## src/rtl/car_ctrl_pkg.sv

```systemverilog
// Shared definitions for the car control path: the fallback command, the
// receiver state encoding and the drive command bytes understood by control_base.
package car_ctrl_pkg;

    // Byte that means "stop the car"; used on reset and when the link goes silent
    localparam logic [7:0] STOP_CMD = 8'h00;

    // ASCII drive commands sent by the Arduino
    localparam logic [7:0] CMD_W = 8'h77;
    localparam logic [7:0] CMD_S = 8'h73;
    localparam logic [7:0] CMD_A = 8'h61;
    localparam logic [7:0] CMD_D = 8'h64;

    typedef enum logic [2:0] {
        IDLE,
        START,
        DATA,
        STOP,
        BREAK
    } rx_state_t;

endpackage

```

## src/rtl/sync_2ff.sv

```systemverilog
// Two-flop synchronizer for a single asynchronous input. The reset value is
// a parameter so an idle-high serial line can come out of reset looking idle.
module sync_2ff #(
    parameter logic RESET_VAL = 1'b1
) (
    input  logic clk,
    input  logic rst_n,
    input  logic d_i,
    output logic q_o
);

    logic meta_q;
    logic sync_q;

    // Retime the raw input through two flops to settle metastability
    always_ff @(posedge clk or negedge rst_n) begin
        if (!rst_n) begin
            meta_q <= RESET_VAL;
            sync_q <= RESET_VAL;
        end else begin
            meta_q <= d_i;
            sync_q <= meta_q;
        end
    end

    assign q_o = sync_q;

endmodule

```

## src/rtl/arduino_cmd_rx.sv

```systemverilog
// 8N1 UART receiver for the Arduino command link, with a link watchdog that
// forces the command byte back to the stop command when frames stop arriving.
module arduino_cmd_rx #(
    parameter int         CLK_HZ         = 50_000_000,
    parameter int         BAUD           = 9600,
    parameter int         TIMEOUT_CYCLES = 25_000_000,
    parameter logic [7:0] STOP_CMD       = car_ctrl_pkg::STOP_CMD
) (
    input  logic       clk,
    input  logic       rst_n,
    input  logic       uart_rx,
    output logic [7:0] arduino_command,
    output logic       cmd_valid,
    output logic       frame_err,
    output logic       link_timeout
);

    import car_ctrl_pkg::*;

    localparam int CLKS_PER_BIT = CLK_HZ / BAUD;
    localparam int CNT_W        = $clog2(CLKS_PER_BIT);
    localparam int WD_W         = $clog2(TIMEOUT_CYCLES);

    localparam logic [CNT_W-1:0] HALF_LOAD = CNT_W'(CLKS_PER_BIT / 2 - 1);
    localparam logic [CNT_W-1:0] FULL_LOAD = CNT_W'(CLKS_PER_BIT - 1);
    localparam logic [WD_W-1:0]  WD_LAST   = WD_W'(TIMEOUT_CYCLES - 1);

    logic             rxSync;

    rx_state_t        state_q,  state_d;
    logic [CNT_W-1:0] cnt_q,    cnt_d;
    logic [2:0]       bitIdx_q, bitIdx_d;
    logic [7:0]       shift_q,  shift_d;

    logic             frameDone;
    logic             frameBad;

    logic [7:0]       cmd_q;
    logic             cmdValid_q;
    logic             frameErr_q;
    logic             timeout_q;
    logic [WD_W-1:0]  wd_q;

    sync_2ff #(
        .RESET_VAL (1'b1)
    ) u_sync (
        .clk   (clk),
        .rst_n (rst_n),
        .d_i   (uart_rx),
        .q_o   (rxSync)
    );

    // Receiver state, bit timer, bit index and shift register
    always_ff @(posedge clk or negedge rst_n) begin
        if (!rst_n) begin
            state_q  <= IDLE;
            cnt_q    <= '0;
            bitIdx_q <= '0;
            shift_q  <= '0;
        end else begin
            state_q  <= state_d;
            cnt_q    <= cnt_d;
            bitIdx_q <= bitIdx_d;
            shift_q  <= shift_d;
        end
    end

    // Frame sequencing: half-bit wait to centre on the start bit, then one bit period per sample
    always_comb begin
        state_d   = state_q;
        cnt_d     = cnt_q;
        bitIdx_d  = bitIdx_q;
        shift_d   = shift_q;
        frameDone = 1'b0;
        frameBad  = 1'b0;

        case (state_q)
            IDLE: begin
                if (!rxSync) begin
                    state_d = START;
                    cnt_d   = HALF_LOAD;
                end
            end

            START: begin
                if (cnt_q == '0) begin
                    if (!rxSync) begin
                        state_d  = DATA;
                        cnt_d    = FULL_LOAD;
                        bitIdx_d = '0;
                    end else begin
                        state_d = IDLE;
                    end
                end else begin
                    cnt_d = cnt_q - 1'b1;
                end
            end

            DATA: begin
                if (cnt_q == '0) begin
                    shift_d = {rxSync, shift_q[7:1]};
                    cnt_d   = FULL_LOAD;
                    if (bitIdx_q == 3'd7) begin
                        state_d = STOP;
                    end else begin
                        bitIdx_d = bitIdx_q + 3'd1;
                    end
                end else begin
                    cnt_d = cnt_q - 1'b1;
                end
            end

            STOP: begin
                if (cnt_q == '0) begin
                    if (rxSync) begin
                        frameDone = 1'b1;
                        state_d   = IDLE;
                    end else begin
                        frameBad = 1'b1;
                        state_d  = BREAK;
                    end
                end else begin
                    cnt_d = cnt_q - 1'b1;
                end
            end

            BREAK: begin
                if (rxSync) begin
                    state_d = IDLE;
                end
            end

            default: begin
                state_d = IDLE;
            end
        endcase
    end

    // Status strobes are registered so they rise one clock after the stop-bit sample
    always_ff @(posedge clk or negedge rst_n) begin
        if (!rst_n) begin
            cmdValid_q <= 1'b0;
            frameErr_q <= 1'b0;
        end else begin
            cmdValid_q <= frameDone;
            frameErr_q <= frameBad;
        end
    end

    // Command register and watchdog; a completing frame takes priority over a timeout
    always_ff @(posedge clk or negedge rst_n) begin
        if (!rst_n) begin
            cmd_q     <= STOP_CMD;
            timeout_q <= 1'b0;
            wd_q      <= '0;
        end else if (frameDone) begin
            cmd_q     <= shift_q;
            timeout_q <= 1'b0;
            wd_q      <= '0;
        end else if (wd_q == WD_LAST) begin
            cmd_q     <= STOP_CMD;
            timeout_q <= 1'b1;
        end else begin
            wd_q <= wd_q + 1'b1;
        end
    end

    assign arduino_command = cmd_q;
    assign cmd_valid       = cmdValid_q;
    assign frame_err       = frameErr_q;
    assign link_timeout    = timeout_q;

endmodule
```

## config.mk

```make
export PLATFORM = sky130hd
export DESIGN_NAME = arduino_cmd_rx
export DESIGN_NICKNAME = d
export VERILOG_FILES = /design/src/rtl/car_ctrl_pkg.sv /design/src/rtl/sync_2ff.sv /design/src/rtl/arduino_cmd_rx.sv
export SDC_FILE = /design/constraint.sdc
export NUM_CORES = 1
export LEC_CHECK = 0
export CAP_MARGIN = 15
export CORE_AREA = 2 2 84 86
export CTS_CLUSTER_DIAMETER = 100
export CTS_CLUSTER_SIZE = 10
export DETAILED_ROUTE_END_ITERATION = 16
export DIE_AREA = 0 0 86 88
export HOLD_SLACK_MARGIN = 0.15
export PLACE_DENSITY = 0.7
export REMOVE_ABC_BUFFERS = 1
export SLEW_MARGIN = 30
export SYNTH_ARGS = -nofsm -noshare
export SYNTH_HDL_FRONTEND = slang
export SYNTH_SLANG_ARGS = --single-unit
```

## constraint.sdc

```tcl
create_clock -name clk -period 2.6 [get_ports clk]
set_clock_uncertainty 0.05 [all_clocks]
set_input_delay 0.52 -clock clk [delete_from_list [all_inputs] [get_ports clk]]
set_output_delay 0.52 -clock clk [all_outputs]
set_load 0.01 [all_outputs]
```

Word-level counts from Yosys, hierarchy flattened

Index checks and enable logic that the tools add are counted.

Add/sub/neg operators: 3
Multipliers: 0
Div/mod/pow operators: 0
$lt $le $gt $ge: 0
Eq/ne operators: 17
Shift operators: 0
Mux-type cells: 32
Bitwise logic cells: 0
Reduce and logical (&&, ||, !) cells: 9

Operators by type and width:

| kind                                                | number |
|---|---|
| two-way mux 13 bit                                  | 5 |
| one-hot mux 13 bit (4 select lines)                 | 1 |
| two-way mux 25 bit                                  | 2 |
| two-way mux 3 bit                                   | 11 |
| adder 25 x 1 -> 25 bit (second input constant)      | 1 |
| == test 25 bit (second input constant)              | 1 |
| != test 2 bit (second input constant)               | 9 |
| two-way mux 8 bit                                   | 2 |
| one-hot mux 3 bit (5 select lines)                  | 1 |
| zero test 13 bit                                    | 1 |
| subtractor 13 x 1 -> 13 bit (second input constant) | 1 |
| two-way mux 1 bit                                   | 8 |
| == test 3 x 2 -> 1 bit (second input constant)      | 2 |
| == test 3 bit (second input constant)               | 2 |
| one-hot mux 3 bit (2 select lines)                  | 1 |
| AND reduction 6 bit                                 | 1 |
| AND reduction 5 bit                                 | 1 |
| AND reduction 4 bit                                 | 1 |
| nonzero test 2 bit                                  | 2 |
| nonzero test 4 bit                                  | 1 |
| adder 3 x 1 -> 3 bit (second input constant)        | 1 |
| == test 3 x 1 -> 1 bit (second input constant)      | 1 |
| zero test 3 bit                                     | 1 |
| != test 3 bit (second input constant)               | 1 |
| other kinds (3)                                     | 3 |

Flip-flop bits (word level): 65
Bits in latches: 0
Memory bits (writable): 0
Bits in read-only memories: 0
Bits of input ports: 3
Output and inout port bits: 11
Memories: 0

Logic depth before layout (Yosys ltp)

Word-level depth: 4
Depth in mapped cells: 10

By module

Synthesis repeated with hierarchy kept, for this count alone.

Cells, all modules: 325
Area, all modules: 3203.1 µm²

Modules (own cells, without submodules):

| module         | times used | cells each | area each (µm²) | sequential area each (µm²) |
|---|---|---|---|---|
| arduino_cmd_rx | 1          | 323        | 3150.5          | 1576.5 |
| sync_2ff       | 1          | 2          | 52.6            | 52.6 |

Worst setup path before layout

Ideal clock, no wire load.

Kind: flip-flop to flip-flop
Start: register cnt_q[0]
End: register shift_q[0]
Setup time: 0.125 ns
Data arrival time: 1.955 ns
Slack: 0.470 ns
Cell stages (with the launch flop): 8
Path through: dfrtp_1 -> inv_1 -> ha_1 -> nor3b_2 -> nand4_4 -> or4b_4 -> buf_6 -> mux2_4

Longest elaborated chain between the ends: 2

RTL lines:

| item                                 | line                  | source |
|---|---|---|
| start, declared                      | arduino_cmd_rx.sv:31  | `logic [CNT_W-1:0] cnt_q, cnt_d;` |
| start signal, assigned               | arduino_cmd_rx.sv:62  | `cnt_q <= cnt_d;` |
| zero test 13 bit                     | arduino_cmd_rx.sv:100 | `if (cnt_q == '0) begin` |
| AND reduction 2 bit (no source line) | n/a                   |  |
| end signal, assigned                 | arduino_cmd_rx.sv:64  | `shift_q <= shift_d;` |
| end, declared                        | arduino_cmd_rx.sv:33  | `logic [7:0] shift_q, shift_d;` |

Every way passes these cells.
A chain may end at the register's enable or synchronous reset.

Worst setup path in the final report

Start: register cnt_q[0]
End: register shift_q[7]

The elaborated chain is that of the path after synthesis.

==> results.toml <==
[status]
outcome = "finished clean"

[clocking]
root_buffer = "clkbuf_8"
clk_path_buf_depth = 2
cts_buffers = 9
tritoncts = "built"
clock_sinks = 65
clk_latency_ns = 0.34
cts.clk_slew.worst_paths_ns = 0.07
cts_htree_levels = 3

[yosys]
synth_top_area_share_pct = 48.6
ys_warn_count = 0
synth-seq-cells = 65
avgSynthCellArea_sq_um = 9.76
syn_area_sq_mm = 0.00324
ys_types = 54
async_reset_ff_share_pct = 100
yosys.area.top_type = "dfrtp_1"
ys.flop_type = "dfrtp_1"
synth_area_leaders = "dfrtp_1, nor2_1, xor2_1"
synth-edff-count = 0
synth_seq_area_share_pct = 50.3
netlist_instances = 332

[sta]
relSlewSlack_pct = 49.6
period_minus_slack_ns = 2.32
fmax_ghz = 0.432
post-route-period-util_pct = 89.1
fin_tns_setup_ns = 0
setup_viol = 0
worst_pin_slew_ns = 0.750
setup_slack_ns = 0.284
finalHoldViolCount = 0
slew_violations = 0
rsz0062_at_grt = "false"

[placed_design]
numPortBuffers = 13
place_area_sq_mm = 0.00347
hpwl_um = 4090
post-place-ws_ns = 0.309
gp_congestion = 0.886

[floorplan]
die_w_um = 86
ioPinCount = 14
core_sq_mm = 0.00664
die_h_um = 88
die_area_sq_mm = 0.00757
start_util_pct = 48.8
row_count = 30

[global_route]
grtUsageTotal_pct = 18.3
grt_max_degree = 66
grt_pass1_wl_um = 10900
first_global_vias = 2439
antenna_found_initial = 0
grt-ovfl-total = 0

[setup_path]
cp_slowest_cell = "or4b_4"
rrSetupSlack_ns = 0.28
cp_max_fo = 9
cp_cell_sequence = "inv_1 -> ha_1 -> nor3b_2 -> nand4_4 -> or4b_4 -> mux2_4"
path_delay_family = "simple AND/OR/NAND/NOR gates"
rr_endpoint = "shift_q[7]$_DFFE_PN0P_"
r2r-start = "cnt_q[0]$_DFFE_PN0P_"
cp-start-kind = "flop"
cpPeakStageDelay_ns = 0.64
end_kind = "flop"
cp.required_ns = 2.77
path_buf_inv = 1
arrival_ns = 2.49
r2r_cells = 6
worstSetupPathType = "flop to flop"

[final_layout]
nNetsFinal = 360
synthToLayoutAreaGrowth_pct = 13.7
layout-drive-gt1-share_pct = 12.9
fin_area_sq_mm = 0.00368
antenna_cells = 0
layout_commonest_cell = "dfrtp_1"
layout_common_cells = "dfrtp_1, nor2_1, nand2_1"
postLayoutCoreUtil_pct = 55.5

[pwr]
irDropWorstVdd_uv = 487
leakagePower_nw = 1.66
power_w = 0.00191
power_density_mw_per_mm2 = 518

[detailed_routing]
vias_per_cell = 5.48
drc = 0
vias = 2394
postRouteAntennaNets = 0
wl_per_cell_um = 14.0
drt_iter0_markers = 78
dr.pass1.iters = 4
wirelength_um = 6110

[min_path]
holdPathEnd = "u_sync.q_o$_DFF_PN1_"
hold_depth = 0
hold_path_class = "flop to flop"
hold_start = "u_sync.meta_q$_DFF_PN1_"

[flow_run]
maxCapViolCount = 0
-- per-layer routing --
| metal | vias to the layer above | part of all wire, % | global-route usage (%) |
|---|---|---|---|
| li1 | 1207 | - | - |
| met1 | 1141 | 48 | 23.0 |
| met2 | 42 | 48 | 30.5 |
| met3 | 4 | 3.5 | 5.09 |
| met4 | 0 | 0.72 | 6.20 |
| met5 | - | 0 | 0 |
-- stage by stage --
stage	hold slack, ns	std cells
global placement	0.298	420
global route	0.312	437
detailed placement	0.300	420
finish	0.307	437
CTS	0.311	437
floorplan	0.174	319
-- worst max-delay path by stage --
stage / cells after the start / end / slack [ns] / start
detailed placement: 6 / shift_q[4]$_DFFE_PN0P_ / 0.31 / cnt_q[0]$_DFFE_PN0P_
global placement: 6 / shift_q[3]$_DFFE_PN0P_ / 0.36 / cnt_q[0]$_DFFE_PN0P_
finish: 6 / shift_q[7]$_DFFE_PN0P_ / 0.28 / cnt_q[0]$_DFFE_PN0P_
floorplan: 7 / wd_q[2]$_DFFE_PN0P_ / 0.39 / cnt_q[0]$_DFFE_PN0P_
CTS: 6 / shift_q[7]$_DFFE_PN0P_ / 0.26 / cnt_q[0]$_DFFE_PN0P_
global route: 9 / arduino_command[5]$_DFFE_PN0P_ / 0.05 / cnt_q[0]$_DFFE_PN0P_
-- synth_stat cells (all sizes together) (2+ instances only) --
cell type,instances
dfrtp,63
o2bb2ai,4
nor3,10
mux2,9
o211ai,2
inv,10
o31ai,2
ha,5
or4b,2
nor3b,2
a31oi,2
nand3,17
and3,3
nand4,7
dfstp,2
a21boi,2
nand2,37
nor4,6
clkbuf,5
nor2,45
a22o,2
or3,5
nand3b,2
buf,8
mux2i,2
nand2b,3
o21ai,21
and4,3
o22ai,2
a21oi,18
xnor2,4
xor2,16
-- final cells by class --
cell class | instances | area (sq um)
Clock buffer | 9 | 124
Clock inverter | 7 | 77.6
Fill cell | 583 | 2960
Inverter | 11 | 41.3
Multi-Input combinational cell | 243 | 1510
Sequential cell | 65 | 1630
Tap cell | 80 | 100
Timing Repair Buffer | 22 | 208
-- state kept, by name, summed over array words and instances (netlist names) --
signal and flops:
wd_q 25, cnt_q 13, arduino_command 8, shift_q 8
bitIdx_q 3, state_q 3, cmd_valid 1, frame_err 1
link_timeout 1, u_sync.meta_q 1, u_sync.q_o 1
-- kinds of logic (layout without fill, tap and decap cells) --
group | count (synthesis) | count (layout) | synth area share (%)
flip-flops | 65 | 65 | 50.3
adder cells (fa/ha/maj) | 6 | 6 | 2.24
XOR/XNOR | 20 | 20 | 5.41
multiplexers | 11 | 11 | 4.67
buffers and inverters | 24 | 49 | 3.28
AO/OA/AOI/OAI | 60 | 60 | 11.0
AND/OR/NAND/NOR | 146 | 146 | 23.1
-- report_power, final --
group          switching [W]  internal (W)
combinational      0.0000207    0.00000716
sequential        0.00000208       0.00101
clock               0.000417      0.000450
-- timing repair --
action | CTS | global route
buffers inserted | 0 | 0
hold endpoints to repair | 58 | 0
hold buffers | 1 | 0
gates resized for setup | 0 | 0
setup endpoints to repair | 0 | 0
Note: power is estimated with default switching activity, not from simulation.
